===== config.mk =====
export PLATFORM = sky130hd
export DESIGN_NAME = dmem_arbiter
export DESIGN_NICKNAME = d
export VERILOG_FILES = /design/src/rtl/dmem_arbiter_pkg.sv /design/src/rtl/dmem_port_mux.sv /design/src/rtl/dmem_arbiter.sv
export SDC_FILE = /design/constraint.sdc
export NUM_CORES = 1
export LEC_CHECK = 0
export CORE_ASPECT_RATIO = 1.1
export CORE_MARGIN = 10
export CORE_UTILIZATION = 26
export CTS_CLUSTER_DIAMETER = 50
export CTS_CLUSTER_SIZE = 24
export DETAILED_ROUTE_END_ITERATION = 16
export GPL_TIMING_DRIVEN = 0
export PLACE_DENSITY = 0.91
export SLEW_MARGIN = 20
export SYNTH_ARGS = -nofsm -noshare
export SYNTH_HDL_FRONTEND = slang
export SYNTH_SLANG_ARGS = --single-unit

===== constraint.sdc =====
create_clock -name clk -period 1.83 [get_ports clk]
set_clock_uncertainty 0.05 [all_clocks]
set_input_delay 0.183 -clock clk [delete_from_list [all_inputs] [get_ports clk]]
set_output_delay 0.183 -clock clk [all_outputs]
set_load 0.005 [all_outputs]

===== src/rtl/dmem_arbiter_pkg.sv =====
// Shared definitions for the data-memory arbiter: FSM state encoding and
// the default number of contended cycles before debug is forced in.
package dmem_arbiter_pkg;

    typedef enum logic {
        ST_IDLE = 1'b0,
        ST_ACK  = 1'b1
    } state_e;

    localparam int MAX_WAIT_DEFAULT = 4;

endpackage


===== src/rtl/dmem_port_mux.sv =====
// Combinational 2:1 selection of the data-memory port between the pipeline
// MEM stage and the debug requester.
module dmem_port_mux #(
    parameter int DBITS = 32
) (
    input  logic             sel_dbg,
    input  logic             pipe_valid,
    input  logic             pipe_wr,
    input  logic [DBITS-1:0] pipe_addr,
    input  logic [DBITS-1:0] pipe_wdata,
    input  logic             dbg_wr,
    input  logic [DBITS-1:0] dbg_addr,
    input  logic [DBITS-1:0] dbg_wdata,
    output logic             mem_we,
    output logic [DBITS-1:0] mem_addr,
    output logic [DBITS-1:0] mem_wdata
);

    // Debug owns the port only in its grant cycle; otherwise the pipeline does.
    always_comb begin
        if (sel_dbg) begin
            mem_we    = dbg_wr;
            mem_addr  = dbg_addr;
            mem_wdata = dbg_wdata;
        end else begin
            mem_we    = pipe_valid & pipe_wr;
            mem_addr  = pipe_addr;
            mem_wdata = pipe_wdata;
        end
    end

endmodule


===== src/rtl/dmem_arbiter.sv =====
// Data-memory port arbiter: pipeline MEM stage has priority, the debug
// requester is guaranteed a slot after MAX_WAIT contended cycles, at the
// cost of a single-cycle pipeline stall.
module dmem_arbiter
    import dmem_arbiter_pkg::*;
#(
    parameter int DBITS     = 32,
    parameter int MAX_WAIT  = MAX_WAIT_DEFAULT,
    parameter int WAIT_BITS = 3
) (
    input  logic             clk,
    input  logic             reset,
    input  logic             pipe_valid,
    input  logic             pipe_wr,
    input  logic [DBITS-1:0] pipe_addr,
    input  logic [DBITS-1:0] pipe_wdata,
    output logic [DBITS-1:0] pipe_rdata,
    output logic             pipe_stall,
    input  logic             dbg_req,
    input  logic             dbg_wr,
    input  logic [DBITS-1:0] dbg_addr,
    input  logic [DBITS-1:0] dbg_wdata,
    output logic             dbg_ack,
    output logic [DBITS-1:0] dbg_rdata,
    output logic             mem_we,
    output logic [DBITS-1:0] mem_addr,
    output logic [DBITS-1:0] mem_wdata,
    input  logic [DBITS-1:0] mem_rdata
);

    localparam logic [WAIT_BITS-1:0] WAIT_LIMIT = WAIT_BITS'(MAX_WAIT);

    state_e               state_q, state_d;
    logic [WAIT_BITS-1:0] wait_cnt_q, wait_cnt_d;
    logic [DBITS-1:0]     dbg_rdata_q;
    logic                 dbg_gnt;
    logic                 wait_at_max;
    logic                 mux_we;

    assign wait_at_max = (wait_cnt_q == WAIT_LIMIT);

    // Grant decision, next state and wait counter; reset suppresses any grant
    // so an access in flight during reset never touches memory.
    always_comb begin
        state_d    = state_q;
        wait_cnt_d = wait_cnt_q;
        dbg_gnt    = 1'b0;
        case (state_q)
            ST_IDLE: begin
                dbg_gnt = ~reset & dbg_req & (~pipe_valid | wait_at_max);
                if (dbg_gnt) begin
                    state_d    = ST_ACK;
                    wait_cnt_d = '0;
                end else if (!dbg_req) begin
                    wait_cnt_d = '0;
                end else if (!wait_at_max) begin
                    // dbg_req without grant implies pipe_valid: a contended cycle
                    wait_cnt_d = wait_cnt_q + WAIT_BITS'(1);
                end
            end
            ST_ACK: begin
                state_d = ST_IDLE;
            end
            default: begin
                state_d = ST_IDLE;
            end
        endcase
    end

    // State, wait counter and debug read-data register.
    always_ff @(posedge clk) begin
        if (reset) begin
            state_q     <= ST_IDLE;
            wait_cnt_q  <= '0;
            dbg_rdata_q <= '0;
        end else begin
            state_q    <= state_d;
            wait_cnt_q <= wait_cnt_d;
            if (dbg_gnt) begin
                // Captured before the write lands, so writes return the old word.
                dbg_rdata_q <= mem_rdata;
            end
        end
    end

    dmem_port_mux #(
        .DBITS(DBITS)
    ) u_port_mux (
        .sel_dbg    (dbg_gnt),
        .pipe_valid (pipe_valid),
        .pipe_wr    (pipe_wr),
        .pipe_addr  (pipe_addr),
        .pipe_wdata (pipe_wdata),
        .dbg_wr     (dbg_wr),
        .dbg_addr   (dbg_addr),
        .dbg_wdata  (dbg_wdata),
        .mem_we     (mux_we),
        .mem_addr   (mem_addr),
        .mem_wdata  (mem_wdata)
    );

    assign mem_we     = mux_we & ~reset;
    assign pipe_rdata = mem_rdata;
    assign pipe_stall = dbg_gnt & pipe_valid;
    assign dbg_ack    = (state_q == ST_ACK);
    assign dbg_rdata  = dbg_rdata_q;

endmodule


# Yosys cells after proc, flatten, opt, wreduce, memory -nomap -nowiden
# Cells that the tools add are included.
# W data, S select, Z words.
# word_totals
register_bits,36
inputBits,166
output_inout_bits,131
wordCells,25
# classes
n_addsub,1
n_eq_ne,2
mux,9
bitwise,9
n_reduce_logical,1
# op_table
op,count
$mux W32,2
$mux W3,3
$and A1 B1 Y1,5
$add A3 B1 Y3 const B,1
$eq A3 B3 Y1 const B,1
$mux W1,3
$ne A3 B2 Y1 const B,1
$not A1 Y1,3
$pmux W1 S2,1
$reduce_and A2 Y1,1
$or A1 B1 Y1,1

# Depth between registers and ports, before layout
# logic_depth
word_depth,6
ltp_mapped,7
depth_no_buf,5

# By module
# A second synthesis with hierarchy kept.
# unflattened
cells_unflattened,279
hier_area_um2,2861.5
# modules_own_cells
module,n_inst,cells_per_inst,area_per_inst_um2,seq_area_each_um2
dmem_arbiter,1,205,1919.3,720.7
dmem_port_mux,1,74,942.2,0.0

# Worst setup path before layout
# Ideal clock, no wire load.
# synth_timing
kind,register to output
startpoint,register wait_cnt_q[0]
endpoint,output port mem_addr[10]
arrival_time_ps,1561
t_required_ps,1597
slack_ps,36
path_stages_with_launch,8
path_buffers,2
path_cell_list,dfxtp_1 inv_1 ha_1 a21boi_4 nor3_4 buf_6 buf_12 mux2_4
# synth_via
elab_chain_cells,5
# synth_rtl
element,line_no,text
from (decl),dmem_arbiter.sv:34,"logic [WAIT_BITS-1:0] wait_cnt_q, wait_cnt_d;"
from (signal assigned),dmem_arbiter.sv:78,wait_cnt_q <= wait_cnt_d;
$eq A3 B3 Y1,dmem_arbiter.sv:40,assign wait_at_max = (wait_cnt_q == WAIT_LIMIT);
$or A1 B1 Y1,dmem_arbiter.sv:50,dbg_gnt = ~reset & dbg_req & (~pipe_valid | wait_at_max);
$and A1 B1 Y1,dmem_arbiter.sv:50,
$mux W1,dmem_arbiter.sv:48,case (state_q)
$mux W32,dmem_port_mux.sv:21,if (sel_dbg) begin
to (decl),dmem_arbiter.sv:26,"output logic [DBITS-1:0] mem_addr,"
# Every way passes these cells.

# Worst setup path in the final report
# layout_timing
startpoint,register wait_cnt_q[1]
endpoint,output port mem_wdata[11]
# layout_via
elab_chain_cells,5
# layout_rtl
element,line_no,text
$eq A3 B3 Y1,dmem_arbiter.sv:40,
$or A1 B1 Y1,dmem_arbiter.sv:50,
$and A1 B1 Y1,dmem_arbiter.sv:50,
$mux W1,dmem_arbiter.sv:48,
$mux W32,dmem_port_mux.sv:21,
to (decl),dmem_arbiter.sv:27,"output logic [DBITS-1:0] mem_wdata,"
# Every way passes these cells.

==> results by group <==
Die
  • Core box area: 10300 µm²
  • Die height: 127 µm
  • I/O pin total: 297
  • Area of the die: 14900 µm²
  • Die W: between 100 and 150 µm
  • Row count: 39
  • Effective utilization at floorplan: 26.4%

CTS
  • CTS Root Buffer Type: sky130_fd_sc_hd__clkbuf_16
  • Max Root-Sink Buffers: 2
  • Sink Count: 36
  • Number of buffers inserted by hold repair at cts: 0
  • Clock transition at the registers of the reported paths: about 50 ps
  • Clock latency on the worst-skew pair: 280 ps
  • H-tree depth: 2
  • TritonCTS clock tree: done
  • Number of buffers created by CTS: 5

Power and ir drop
  • Areal power density over the cells: 455 nW/µm²
  • Peak VDD IR: about 640 µV
  • Logic gate share of total power: 43.2%
  • Switching share of total power: about 25%
  • Net switching component of the power: 0.000745 W
  • Reg power frac: 27.9%
  • Internal power summed over all cells: approximately 0.0023 W
  • Share of total power in the clock network: 28.9%
  • Leakage power of the design: 2.87 nW

Yosys
  • Number of flip-flops and latches in the synthesized netlist: 36
  • Cell taking the most area after synthesis: sky130_fd_sc_hd__dfxtp_1
  • Number of synthesis warnings: 0
  • Fraction of post-synthesis cell area in the top cell type by area: around a quarter
  • Instance count of the mapped netlist: 278
  • Post-Syn Area: between 2000 and 3000 µm²
  • Net count after synthesis: 446
  • Count of different cell masters after synthesis: 28
  • Sequential fraction of the synthesis area: 26.5%
  • Dominant cells by area after synthesis: sky130_fd_sc_hd__dfxtp_1 (27%), sky130_fd_sc_hd__mux2_4 (22%), sky130_fd_sc_hd__mux2_2 (9.9%)
  • Per-instance average area after synthesis: between 9 and 10 µm²

Routing
  • Sum of routed wire segments on met1: 5.85 mm
  • Met3 WL: 1.27 mm
  • Per-cell via count in the routed design: 4.56
  • Uppermost metal layer occupied by signal nets: met4
  • Vias after detailed routing: 3467
  • Number of DRC violations after detailed routing: 0
  • Number of antenna-violating nets in the routed design: 0
  • Routed wire per std cell: roughly 21 µm
  • Starting DRC count in detailed routing: between 150 and 200
  • Total wirelength of the detailed-routed design: 16.1 mm
  • Met2 layer wire length in the routed design: between 8 and 9 mm
  • Pre-Repair DR Iteration Count: 4

Placed design
  • DP HPWL: 13.3 mm
  • Final estimated routing congestion in global placement: 0.930
  • Number of placed cells counting well taps: 716
  • Placement Setup Slack: -770 ps
  • Placed inst area: between 5000 and 6000 µm²
  • Count of input and output buffers: 295

Global route
  • GRT overflow: 0
  • All-Layer GR Usage: 20.1%
  • Wire length of the first global-routing pass: 23.6 mm
  • Via count of the first global-routing pass: 3826
  • Initial antenna violation count: 6
  • Pin count of the biggest net entering global routing: 12

Min path
  • Worst Hold Class: input port to flop

STA
  • Part of the cycle the worst path needs: 123%
  • Count of final hold-check violations: 0
  • Number of setup violations in the final report: 66
  • Highest Clock Rate: 0.443 GHz
  • RSZ-0062 raised after global routing: yes
  • Final Max Tran Viols: 0
  • Worst slew pin tran: 496 ps
  • Post-route worst setup slack: -428 ps
  • Final hold slack: 232 ps
  • Max-slew headroom: about two thirds
  • Final critical path time including I/O delays and setup: approximately 2300 ps

Setup path
  • Maximum fanout encountered on the critical timing path: 7
  • Crit Path Category: flop to output pin
  • Critical Path Source Type: flop
  • Worst setup EP type: output pin
  • Required @ worst endpoint: ~1600 ps
  • Worst path arrival time: 2020 ps

Layout
  • Most common cell after layout, fill and taps aside: sky130_fd_sc_hd__clkdlybuf4s50_1
  • Post-route non-filler standard cell count: 760
  • Net total in the final layout: 778
  • Non-Filler Cell Area, Final: 6610 µm²
  • Syn-to-layout area delta: 143%
  • Most frequent cells in the layout: sky130_fd_sc_hd__clkdlybuf4s50_1 (228), sky130_fd_sc_hd__buf_6 (75), sky130_fd_sc_hd__mux2_4 (62)
  • Proportion of layout cells with a drive suffix above 1: 36.0%

Status
  • Run status: finished, violations left
  • Violated checks: setup timing

Job
  • Max-cap check violation count: 0
==> synthesized netlist by cell type <==
master / instances
sky130_fd_sc_hd__mux2_4: 40
sky130_fd_sc_hd__dfxtp_1: 36
sky130_fd_sc_hd__nand2_1: 34
sky130_fd_sc_hd__buf_4: 33
sky130_fd_sc_hd__nand3_1: 33
sky130_fd_sc_hd__o211ai_1: 32
sky130_fd_sc_hd__mux2_2: 24
sky130_fd_sc_hd__clkbuf_1: 17
sky130_fd_sc_hd__buf_12: 4
sky130_fd_sc_hd__inv_1: 3
sky130_fd_sc_hd__a21oi_1: 2
sky130_fd_sc_hd__buf_2: 2
sky130_fd_sc_hd__ha_1: 2
sky130_fd_sc_hd__nor2_1: 2
sky130_fd_sc_hd__a21bo_2: 1
sky130_fd_sc_hd__a21boi_4: 1
sky130_fd_sc_hd__a22oi_1: 1
sky130_fd_sc_hd__a32oi_1: 1
sky130_fd_sc_hd__and3_1: 1
sky130_fd_sc_hd__and3b_1: 1
sky130_fd_sc_hd__buf_6: 1
sky130_fd_sc_hd__nand2b_1: 1
sky130_fd_sc_hd__nand3b_1: 1
sky130_fd_sc_hd__nor3_4: 1
sky130_fd_sc_hd__nor3b_2: 1
sky130_fd_sc_hd__nor4bb_1: 1
sky130_fd_sc_hd__o21ai_0: 1
sky130_fd_sc_hd__o31ai_1: 1
==> power groups by stage <==
stage	clock network (W)	registers, W	logic, W
CTS	0.000878	0.000840	0.00127
global placement	0	0.000857	0.00114
floorplan	0	0.000860	0.000363
global route	0.000907	0.000844	0.00137
finish	0.000870	0.000841	0.00130
detailed placement	0	0.000859	0.00116
==> through the flow <==
step           power, W  setup TNS, ps  utilization [%]
3_5_place_dp    0.00202         -47850             56.8
4_1_cts         0.00298         -23130             62.9
2_1_floorplan   0.00122              0                -
5_1_grt         0.00312         -28560             64.2
6_report        0.00301         -22720             64.2
3_3_place_gp    0.00199         -45730             56.8
==> flip-flops by register name (all words and copies together) (netlist names) <==
signal	cells
dbg_rdata	32
wait_cnt_q	3
dbg_ack	1
==> kinds of logic after synthesis <==
| family | synth area share, % |
|---|---|
| fa+ha+maj | 0.921 |
| buf+inv | 15.6 |
| compound gates | 11.3 |
| simple gates | 13.5 |
| flops | 26.5 |
| mux | 32.1 |
==> what timing repair did <==
action / CTS / global route
setup buffers: 25 / 3
pin swaps: 3 / 3
setup endpoints to repair: 74 / 66
gates resized for setup: 359 / 25
gates cloned: 4 / 1
==> routing by layer <==
layer  vias to the layer above  GRT usage, %
met5                         -             0
met4                         0          9.46
met3                        20          7.14
met2                       201          37.2
met1                      1614          19.8
li1                       1632             -
==> layout make-up <==
class / instances / area, µm²
inverter: 3 / 11.3
tap: 143 / 179
clock inverter: 1 / 7.51
buffer: 56 / 439
timing repair buffer: 326 / 3410
fill: 766 / 3680
sequential: 36 / 727
multi-input combinational: 182 / 1680
antenna: 6 / 15.0
clock buffer: 7 / 143
==> critical path, cell delays in order, from the launching register on <==
cell and delay, ps:
sky130_fd_sc_hd__dfxtp_2 340, sky130_fd_sc_hd__inv_2 40, sky130_fd_sc_hd__ha_4 160, sky130_fd_sc_hd__a21boi_4 190, sky130_fd_sc_hd__nor3_4 70, sky130_fd_sc_hd__buf_6 140
sky130_fd_sc_hd__buf_12 140, sky130_fd_sc_hd__buf_12 130, sky130_fd_sc_hd__buf_6 110, sky130_fd_sc_hd__mux2_4 300, sky130_fd_sc_hd__buf_6 120
==> final timing paths <==
path                                     from  slack (ps)  cells past startpoint       endpoint
worst max-delay path            wait_cnt_q[1]        -430                     10  mem_wdata[11]
worst min-delay path                    reset         230                      2  wait_cnt_q[0]
worst max register to register  wait_cnt_q[1]         100                      8  dbg_rdata[13]
worst min register to register  dbg_rdata[11]         440                      2  dbg_rdata[11]
Power figures use the tool's default switching activity.
==> variant 1: new RTL, same flow settings <==
The parameter `WAIT_BITS` goes from 3 to 2.
--- a/src/rtl/dmem_arbiter.sv
+++ b/src/rtl/dmem_arbiter.sv
@@ -6,7 +6,7 @@
 #(
     parameter int DBITS     = 32,
     parameter int MAX_WAIT  = MAX_WAIT_DEFAULT,
-    parameter int WAIT_BITS = 3
+    parameter int WAIT_BITS = 2
 ) (
     input  logic             clk,
     input  logic             reset,
Function: changed (a bounded check fails within 4 cycles, from zero or initial values and one cycle with reset high).
==> variant 1 against the original RTL <==
  * The flow still finishes with violations (setup timing)
  * Sequential power is 2% lower
  * Area after synthesis is 4.0% lower
  * Design area is 4.0% lower
  * Final cell count is 4.6% lower
  * Power is 7.8% lower
  * Wire length is 3.8% higher
  * Setup slack better by 0.058 ns
  * Sequential cell count is 1 lower
==> variant 1: results (changes against the original RTL) <==
status - complete, but fails checks
failing checks - setup timing
P_sw - 0.7279 mW (-2.2%)
Lkg Pwr - 2.677 nW (-6.8%)
top cells by area, synth - dfxtp_1 27%, mux2_4 23%, mux2_2 10%, buf_4 9.2%, a21oi_1 6.7%
post-synthesis mux area share - 33.40% (+1.3 points)
Final setup violation count - 64 (-3.0%)
Post-Synth Adder-Cell Area - 0.4798% (-0.44 points)
Metal-1 WL - 5724 µm (-2.2%)
GPL Wtd Cong - 0.8692 (-6.5%)
area fraction in compound gates after synthesis - 13.15% (+1.8 points)
fillers - 750 (-2.1%)
Met2 Wirelength - 8783 µm (+2.9%)
Synth Net Count - 438 (-1.8%)
Netlist cell types - 22 (-21%)
vias - 3461 (-0.17%)
first-pass GRT wire length - 23600 µm (-0.14%)
worst setup margin - -0.3695 ns (+0.05827 ns)
sequential fraction of the synthesis area - 26.87% (+0.34 points)
CP max FO - 5 (-2)
First DRT Iteration DRCs - 129 (-19%)
worst vdd ir - 593.8 µV (-7.6%)
Total GRT Usage - 21.02% (+0.90 points)
top post-synthesis cells by count - 40 x mux2_4, 35 x a21oi_1, 35 x dfxtp_1, 34 x nand3_1
Root Buffer - clkbuf_8
DP Worst Slack - -0.7224 ns (+0.04761 ns)
Reg area - 704.4 µm² (-3.1%)
initial antenna violation count - 4 (-2)
number of global-route vias before repair - 3719 (-2.8%)
variant 1: cell types whose count changed after synthesis, moves of 2 or more:
cell,delta
nor2_1,-2
clkbuf_1,-7
nand2_1,-31
o211ai_1,-32
a21oi_1,+33
o21ai_0,+31
buf_2,+8
variant 1: final timing paths:
| kind | from | end | slack [ns] | cells after the start |
|---|---|---|---|---|
| worst max-delay path | wait_cnt_q[0] | mem_wdata[0] | -0.37 | 10 |
| worst min-delay path | reset | dbg_rdata[10] | 0.17 | 2 |
| worst max register to register | wait_cnt_q[0] | dbg_rdata[15] | 0.07 | 8 |
| worst min register to register | wait_cnt_q[1] | wait_cnt_q[1] | 0.43 | 2 |
variant 1: power groups by stage:
stage / Combinational, mW / Clock (mW) / Sequential (mW)
3_3_place_gp: 1.21 / 0 / 0.841
5_1_grt: 1.47 / 0.586 / 0.831
6_report: 1.40 / 0.551 / 0.827
3_5_place_dp: 1.24 / 0 / 0.844
4_1_cts: 1.34 / 0.561 / 0.827
2_1_floorplan: 0.397 / 0 / 0.845
variant 1: cell families (layout without fill, tap and decap cells):
family / Yosys count / in the layout
DFF: 35 / 35
adders and majority gates: 1 / 1
buffers and inverters: 59 / 390
muxes: 64 / 64
and+or+nand+nor: 44 / 44
other: 0 / 3
AOI/OAI and AO/OA: 68 / 68
variant 1: metal layers:
layer | vias to the layer above | track usage [%]
met2 | 184 | 39.39
met1 | 1661 | 20.64
li1 | 1596 | -
met3 | 18 | 9.947
met4 | 2 | 3.134
met5 | - | 0
variant 1: area by class of cell:
type                            count  area share, %
Antenna cell                        3         0.1183
Buffer                             53          6.074
Sequential cell                    35          11.10
Clock inverter                      2         0.1972
Tap cell                          120          2.366
Clock buffer                        6          1.144
Multi-Input combinational cell    177          25.00
Inverter                            2         0.1183
Timing Repair Buffer              327          53.87
variant 1: stage by stage:
step | instance area, µm² | std cells
6_report | 6345 | 725
2_1_floorplan | 2608 | 271
3_5_place_dp | 5710 | 686
3_3_place_gp | 5710 | 686
5_1_grt | 6337 | 722
4_1_cts | 6142 | 715
variant 1: what timing repair did:
action                                 in CTS  in global routing
setup endpoints to repair                  66                 66
cloned                                      3                  2
resized for setup                         338                 46
hold buffers                                0                  0
pin swaps                                   2                  0
endpoints found under the hold margin       0                  0
buffers inserted                           20                 11
==> variant 2: new RTL, same flow settings <==
Without the edit above. Put a register stage on the output `dbg_ack`. The value now appears one clock later. The other outputs are not delayed to match.
--- a/src/rtl/dmem_arbiter.sv
+++ b/src/rtl/dmem_arbiter.sv
@@ -102,7 +102,9 @@
     assign mem_we     = mux_we & ~reset;
     assign pipe_rdata = mem_rdata;
     assign pipe_stall = dbg_gnt & pipe_valid;
-    assign dbg_ack    = (state_q == ST_ACK);
+    always_ff @(posedge clk) begin
+        dbg_ack <= (state_q == ST_ACK);
+    end
     assign dbg_rdata  = dbg_rdata_q;
 
 endmodule
Check against the original RTL: not equivalent (Yosys sat finds a counterexample within 4 cycles, from zero or initial values and one cycle with reset high).
==> variant 2 against the original RTL <==
  * The flow still finishes with violations (setup timing)
  * Global-route usage grew 1.2 points
  * Critical path depth did not move
  * Setup slack gained 0.0065 ns
  * Area after synthesis is 0.74% higher
  * Wire length rose by 8.0%
  * Design area rose by 0.62%
  * Sequential cell count grew 1
  * Largest cell class unchanged
  * Clock power is 3.2% lower
  * Power up 0.76%
  * Non-clock buffer count unchanged
==> variant 2: results (changes against the original RTL) <==
post-synthesis mux area share - 31.82% (-0.23 points)
Routed WL - 17450 µm (+8.0%)
Sw Share - 24.55% (-0.18 points)
Final setup violation count - 66 (unchanged)
setup TNS - -20.07 ns (+2.648 ns)
critical path's slowest cell - dfxtp_2
top cells by area, synth - dfxtp_1 27%, mux2_4 22%, mux2_2 9.9%, buf_4 9.1%, o211ai_1 8.8%
Worst Setup Start Kind - register
reg2reg start - wait_cnt_q[0]
power share of the combinational group - 43.8% (+0.6 points)
clock share of power - 27.7% (-1.2 points)
Met3 Routed Length - 1495 µm (+18%)
synth warn - 0 (unchanged)
fillers - 787 (+2.7%)
Worst setup endpoint - mem_addr[27]
Worst Tran Pin Value - 0.4931 ns (-0.003049 ns)
sequential fraction of the synthesis area - 27.07% (+0.54 points)
First DRT Iteration DRCs - 148 (-6.9%)
area fraction in compound gates after synthesis - 11.25% (-0.083 points)
initial antenna violation count - 5 (-1)
top post-synthesis cells by count - 40 x mux2_4, 37 x dfxtp_1, 34 x nand2_1, 33 x buf_4, 33 x nand3_1
global-route met2 utilization - 39.97% (+2.8 points)
first-pass GRT wire length - 24830 µm (+5.1%)
Post-Synth Adder-Cell Area - 0.9145% (-0.0067 points)
Total GRT Usage - 21.33% (+1.2 points)
number of global-route vias before repair - 3834 (+0.21%)
Nets - 779 (+0.13%)
max incr delay on CP - 0.33 ns
share of cells above drive strength 1 - 36.17% (+0.16 points)
DP Worst Slack - -0.7616 ns (+0.008390 ns)
area post-placement - 0.005868 mm² (+0.34%)
DP Cell Count - 717 (+0.14%)
GPL Wtd Cong - 0.8682 (-6.6%)
Met2 Wirelength - 9390 µm (+10%)
First-pass DRT Iterations - 5 (+1)
routed vias/inst - 4.631 (+1.5%)
CP max FO - 5 (-2)
GR Util met1 - 20.24% (+0.44 points)
vias - 3515 (+1.4%)
FF-to-FF End - dbg_rdata[12]
Detailed Place HPWL - 13820 µm (+4.1%)
Lkg Pwr - 2.899 nW (+0.95%)
status - complete, but fails checks
Mean Syn Cell Area - 9.808 µm² (+0.38%)
failing checks - setup timing
largest net degree at the start of global routing - 11 (-1)
M3 GR Usage - 8.678% (+1.5 points)
worst vdd ir - 591.8 µV (-7.9%)
worst setup margin - -0.4213 ns (+0.006523 ns)
total power - 3.034 mW (+0.76%)
clk slew on worst S/H paths - 0.06 ns
CTS resizes - 343 (-4.5%)
Synth Net Count - 447 (+0.22%)
postcts setup bufs - 23 (-8.0%)
Metal-1 WL - 6081 µm (+3.9%)
[variant 2: changes by cell type after synthesis]
cell     change
dfxtp_1      +1
[variant 2: cell type report]
cell class / count / area, µm² / area share [%]
clock buffer: 7 / 142.6 / 2.144
inverter: 3 / 11.26 / 0.1693
antenna: 5 / 12.51 / 0.1881
buffer: 54 / 405.4 / 6.094
multi-input combinational: 182 / 1693 / 25.45
sequential: 37 / 748.2 / 11.25
tap: 143 / 178.9 / 2.689
timing repair buffer: 328 / 3461 / 52.02
[variant 2: worst min-delay path by stage]
stage | start | end | slack (ns) | cells past startpoint
5_1_grt | reset | wait_cnt_q[1] | 0.31 | 2
3_3_place_gp | state_q | dbg_ack | 0.37 | 0
3_5_place_dp | state_q | dbg_ack | 0.38 | 0
4_1_cts | reset | wait_cnt_q[1] | 0.24 | 2
2_1_floorplan | mem_rdata[0] | dbg_rdata[0] | 0.26 | 2
6_report | reset | wait_cnt_q[1] | 0.27 | 2
